--- src/rtl/multicycle_control_fsm.sv ---
// ---------------------------------------------------------------------------
// multicycle_control_fsm
//
// Main control unit for a multicycle RV32 subset datapath (lw, sw, R-type,
// beq). A Moore state machine steers the shared memory, ALU and register
// file through fetch / decode / execute / writeback. Unsupported opcodes
// park the machine in TRAP until reset. A retired-instruction counter
// increments on each return to FETCH that completes an instruction.
//
// Ports
//   clk            in   single clock, rising edge
//   rst_n          in   asynchronous active-low reset
//   opcode[6:0]    in   instruction opcode (sampled in DECODE and MEMADR)
//   zero           in   ALU zero flag, used in BEQ
//   mem_ready      in   memory access completes this cycle
//   pc_write       out  PC enable
//   adr_src        out  memory address select (0 PC, 1 ALUOut)
//   mem_write      out  memory write strobe
//   ir_write       out  instruction register enable
//   result_src     out  result mux (00 ALUOut, 01 mem data, 10 ALU result)
//   alu_src_a      out  ALU A mux (00 PC, 01 OldPC, 10 reg A)
//   alu_src_b      out  ALU B mux (00 reg B, 01 ImmExt, 10 const 4)
//   alu_op         out  ALU control (00 add, 01 sub, 10 funct decode)
//   reg_write      out  register file write enable
//   illegal_instr  out  high while parked in TRAP
//   instr_retired  out  completed-instruction count, wraps
//   state_o        out  current state encoding
// ---------------------------------------------------------------------------
module multicycle_control_fsm #(
    parameter int CNT_W = 32
) (
    input  logic             clk,
    input  logic             rst_n,
    input  logic [6:0]       opcode,
    input  logic             zero,
    input  logic             mem_ready,
    output logic             pc_write,
    output logic             adr_src,
    output logic             mem_write,
    output logic             ir_write,
    output logic [1:0]       result_src,
    output logic [1:0]       alu_src_a,
    output logic [1:0]       alu_src_b,
    output logic [1:0]       alu_op,
    output logic             reg_write,
    output logic             illegal_instr,
    output logic [CNT_W-1:0] instr_retired,
    output logic [3:0]       state_o
);

    typedef enum logic [3:0] {
        S_FETCH    = 4'd0,
        S_DECODE   = 4'd1,
        S_MEMADR   = 4'd2,
        S_MEMREAD  = 4'd3,
        S_MEMWB    = 4'd4,
        S_MEMWRITE = 4'd5,
        S_EXECR    = 4'd6,
        S_ALUWB    = 4'd7,
        S_BEQ      = 4'd8,
        S_TRAP     = 4'd9
    } state_t;

    localparam logic [6:0] OP_LW   = 7'b0000011;
    localparam logic [6:0] OP_SW   = 7'b0100011;
    localparam logic [6:0] OP_RTYP = 7'b0110011;
    localparam logic [6:0] OP_BEQ  = 7'b1100011;

    state_t             state_q, state_d;
    logic [CNT_W-1:0]   cnt_q, cnt_d;

    // Ungated enables; the async reset masks them below.
    logic pc_write_raw, mem_write_raw, ir_write_raw, reg_write_raw;
    logic retire;

    always_ff @(posedge clk or negedge rst_n) begin
        if (!rst_n) begin
            state_q <= S_FETCH;
            cnt_q   <= '0;
        end else begin
            state_q <= state_d;
            cnt_q   <= cnt_d;
        end
    end

    always_comb begin
        state_d       = state_q;
        pc_write_raw  = 1'b0;
        adr_src       = 1'b0;
        mem_write_raw = 1'b0;
        ir_write_raw  = 1'b0;
        result_src    = 2'b00;
        alu_src_a     = 2'b00;
        alu_src_b     = 2'b00;
        alu_op        = 2'b00;
        reg_write_raw = 1'b0;
        retire        = 1'b0;

        case (state_q)
            S_FETCH: begin
                alu_src_b  = 2'b10;
                result_src = 2'b10;
                if (mem_ready) begin
                    ir_write_raw = 1'b1;
                    pc_write_raw = 1'b1;
                    state_d      = S_DECODE;
                end
            end
            S_DECODE: begin
                // Speculatively form the branch target in ALUOut.
                alu_src_a = 2'b01;
                alu_src_b = 2'b01;
                case (opcode)
                    OP_LW, OP_SW: state_d = S_MEMADR;
                    OP_RTYP:      state_d = S_EXECR;
                    OP_BEQ:       state_d = S_BEQ;
                    default:      state_d = S_TRAP;
                endcase
            end
            S_MEMADR: begin
                alu_src_a = 2'b10;
                alu_src_b = 2'b01;
                state_d   = (opcode == OP_LW) ? S_MEMREAD : S_MEMWRITE;
            end
            S_MEMREAD: begin
                adr_src = 1'b1;
                if (mem_ready) state_d = S_MEMWB;
            end
            S_MEMWB: begin
                result_src    = 2'b01;
                reg_write_raw = 1'b1;
                retire        = 1'b1;
                state_d       = S_FETCH;
            end
            S_MEMWRITE: begin
                adr_src       = 1'b1;
                mem_write_raw = 1'b1;
                if (mem_ready) begin
                    retire  = 1'b1;
                    state_d = S_FETCH;
                end
            end
            S_EXECR: begin
                alu_src_a = 2'b10;
                alu_op    = 2'b10;
                state_d   = S_ALUWB;
            end
            S_ALUWB: begin
                reg_write_raw = 1'b1;
                retire        = 1'b1;
                state_d       = S_FETCH;
            end
            S_BEQ: begin
                alu_src_a    = 2'b10;
                alu_op       = 2'b01;
                pc_write_raw = zero;
                retire       = 1'b1;
                state_d      = S_FETCH;
            end
            S_TRAP: begin
                state_d = S_TRAP;
            end
            // Encodings 10-15 are unreachable; recover quietly to FETCH.
            default: begin
                state_d = S_FETCH;
            end
        endcase

        cnt_d = retire ? cnt_q + CNT_W'(1) : cnt_q;
    end

    // Reset forces FETCH asynchronously, and FETCH would otherwise raise
    // ir_write/pc_write combinationally from mem_ready; mask every enable.
    assign pc_write      = pc_write_raw  & rst_n;
    assign mem_write     = mem_write_raw & rst_n;
    assign ir_write      = ir_write_raw  & rst_n;
    assign reg_write     = reg_write_raw & rst_n;
    assign illegal_instr = (state_q == S_TRAP);
    assign instr_retired = cnt_q;
    assign state_o       = state_q;

endmodule
--- config.mk ---
export PLATFORM = sky130hd
export DESIGN_NAME = multicycle_control_fsm
export DESIGN_NICKNAME = d
export VERILOG_FILES = /design/src/rtl/multicycle_control_fsm.sv
export SDC_FILE = /design/constraint.sdc
export NUM_CORES = 1
export LEC_CHECK = 0
export BUFFER_PORTS_ARGS = -buffer_cell sky130_fd_sc_hd__buf_2
export CAP_MARGIN = 20
export CORE_ASPECT_RATIO = 1.25
export CORE_MARGIN = 4
export CORE_UTILIZATION = 51
export CTS_CLUSTER_SIZE = 28
export DETAILED_ROUTE_END_ITERATION = 16
export GPL_ROUTABILITY_DRIVEN = 0
export HOLD_SLACK_MARGIN = 0.06
export MAX_ROUTING_LAYER = met4
export PLACE_DENSITY = 0.78
export SYNTH_ARGS = -nofsm -noshare
export SYNTH_HDL_FRONTEND = slang
export SYNTH_SLANG_ARGS = --single-unit
--- constraint.sdc ---
create_clock -name clk -period 2.4 [get_ports clk]
set_input_delay 0 -clock clk [delete_from_list [all_inputs] [get_ports clk]]
set_output_delay 0 -clock clk [all_outputs]
set_load 0.02 [all_outputs]
==> metrics.cfg <==
[outcome]
status=finished clean

[floorplanning]
core.rowCount=25
fp.dieH_um=79.14
initial_core_util_pct=53.66
io_pins=61
die_area_um2=5136
die-width_um=64.91
design.core.area_um2=3847

[timing]
rsz0062_at_grt=false
layout_min_cycle_time_ps=1890
hold_violations=0
setup_ws_ps=509.8
report.final.slew_viol_count=0
worst_clock_skew_ps=6.811
fin_crit_sh_pct=78.76
fin_setup_tns_ps=0
finalSetupViolations=0
tightest_slew_ps=619.2
hold_ws_ps=108.4
relSlewSlack_pct=58.49
timing.fmax_mhz=529.0

[synthesis]
synthesis.nets=223
yosys-top-cells-count=dfrtp_1 (36), xnor2_1 (23), nand4_1 (16)
synth_area_leaders=dfrtp_1 (44%), xnor2_1 (9.8%), nand4_1 (4.8%)
synth_warnings=0
synth_edf_count=0
postSynth.asyncResetShare_pct=100.0
syn-mean-instance-area_um2=9.784
synth_ff_type=dfrtp_1
syn_area_um2=2064
synth_top_area_share_pct=43.64
synth_most_common_cell=dfrtp_1
ys_seq_area_share_pct=43.64
synth-seq-cells=36
synth_top_area_cell=dfrtp_1
postSynthCellCount=211
synth_cell_types=41

[critical_path]
required_ps=2610
startpoint_type=flop
crit_type=flop to flop
cp_data_arrival_time_ps=2100
crit_path_end_kind=flop
crit_fanout=6

[place]
place_ws_ps=525.5
dpl_cell_area_um2=2415
dp_hpwl_mm=3.633
placedCellCount=317
port_buffers=60

[drt]
dr_total_vias=1863
wl_per_cell_um=14.74
drt_pass1_iterations=4
viasPerCell=5.715
top_layer=met4
dr_wl_met3_um=287
drtAntennaViolNets=0
drc=0
wl_met1_mm=2.037
drtIter0Drc=121
totalWireLength_mm=4.806
wl_met2_mm=2.336

[power_and_ir_drop]
power.total_mw=1.912
p_per_area_nw_per_um2=759.4
p_int_mw=1.143
p_comb_share_pct=37.1
switchingPower_mw=0.7683
ir_drop_uv=553.9
clockPowerShare_pct=23.0
p_leak_nw=1.249
power_frac_seq_pct=39.9
switching_share_pct=40.19

[clocking]
clockBufferDepth=2
cts-root-buf=clkbuf_8
cts_tree=done
cts_hold_buf=1
postCtsResizedCells=0
cts_max_level=2
post_cts_buffers=0
cts_buffers=5
clk_latency_ps=290
clkTransAtPathRegs_ps=70
clock-sinks=36

[final_layout]
stdcell_count=326
drive_gt1_share_pct=29.78
syn2layout_area_growth_pct=21.94
nNetsFinal=283
final_area_um2=2517
antennaDiodeCount=0
post-route-util_pct=65.43

[global_routing]
grt_max_degree=26
grt_pass1_wl_mm=8.114
antenna_found_initial=0
first_global_vias=1785
overflow=0
global_route.usage.total_pct=20.69

[job]
drv_cap=0

[min_path]
hold_class=input pin to flop

==> cell usage in the layout (no fill, tap or decap), types with 2 or more instances in the layout <==
| cell | Yosys | final |
|---|---|---|
| a31oi_1 | 2 | 2 |
| and3_1 | 9 | 9 |
| nand3_1 | 13 | 13 |
| inv_1 | 3 | 3 |
| nor2_1 | 8 | 8 |
| nor2b_1 | 3 | 3 |
| xor2_1 | 9 | 9 |
| clkbuf_8 | 0 | 6 |
| or3_1 | 2 | 2 |
| o21ai_0 | 2 | 2 |
| nand2b_1 | 5 | 5 |
| and2_1 | 2 | 2 |
| buf_4 | 1 | 5 |
| and4_1 | 6 | 6 |
| buf_2 | 2 | 60 |
| nor3_1 | 10 | 10 |
| nor4_1 | 7 | 7 |
| clkinv_2 | 0 | 2 |
| nor4b_2 | 3 | 3 |
| nand2_1 | 14 | 14 |
| nand4_1 | 16 | 16 |
| xnor2_1 | 23 | 23 |
| a21oi_1 | 7 | 7 |
| dfrtp_1 | 36 | 36 |
| a211oi_1 | 2 | 2 |
==> area by class of cell <==
type | instances | area (um2)
Clock buffer | 6 | 82.58
Clock inverter | 2 | 10.01
Fill cell | 343 | 1330
Inverter | 3 | 11.26
Multi-Input combinational cell | 159 | 1097
Sequential cell | 36 | 900.9
Tap cell | 54 | 67.56
Timing Repair Buffer | 66 | 347.8
==> cells by family (layout without fill, tap and decap cells) <==
| group | Yosys count | after routing | synth area share, % |
|---|---|---|---|
| and+or+nand+nor | 107 | 107 | 32.97 |
| DFF | 36 | 36 | 43.64 |
| xor gates and xnor gates | 32 | 32 | 13.58 |
| AOI/OAI and AO/OA | 19 | 19 | 6.000 |
| buffers and inverters | 16 | 77 | 3.212 |
| adders and majority gates | 1 | 1 | 0.6060 |
==> power groups by stage <==
stage	logic (mW)	registers [mW]	clock network, mW
global route	0.769	0.778	0.487
CTS	0.716	0.763	0.454
finish	0.710	0.763	0.439
global placement	0.703	0.771	0
detailed placement	0.713	0.773	0
floorplan	0.449	0.809	0
==> routing by layer <==
metal  GRT usage, %  vias up
met3          4.102       16
li1               -      893
met1          24.68      886
met4          10.36        0
met2          33.16       68
met5              -        -
==> critical path, cell delays in order (launching register included) <==
cell,delay (ps)
dfrtp_1,440
ha_1,250
nand3_1,130
or4_4,480
nor4b_2,350
xor2_1,170
==> sequential cells by signal (all words and copies together), names as in the netlist <==
signal         cells
instr_retired     32
state_o            4
==> final timing paths <==
path,from,slack (ps),cells past startpoint,end
worst max register to register,instr_retired[0],510,5,instr_retired[26]
worst min register to register,instr_retired[31],470,1,instr_retired[31]
min in group asynchronous,rst_n,150,2,state_o[2]
worst max-delay path,instr_retired[0],510,5,instr_retired[26]
worst min-delay path,opcode[6],110,4,state_o[1]
max in group asynchronous,rst_n,1620,3,instr_retired[11]
Note: power is estimated with default switching activity, not from simulation.
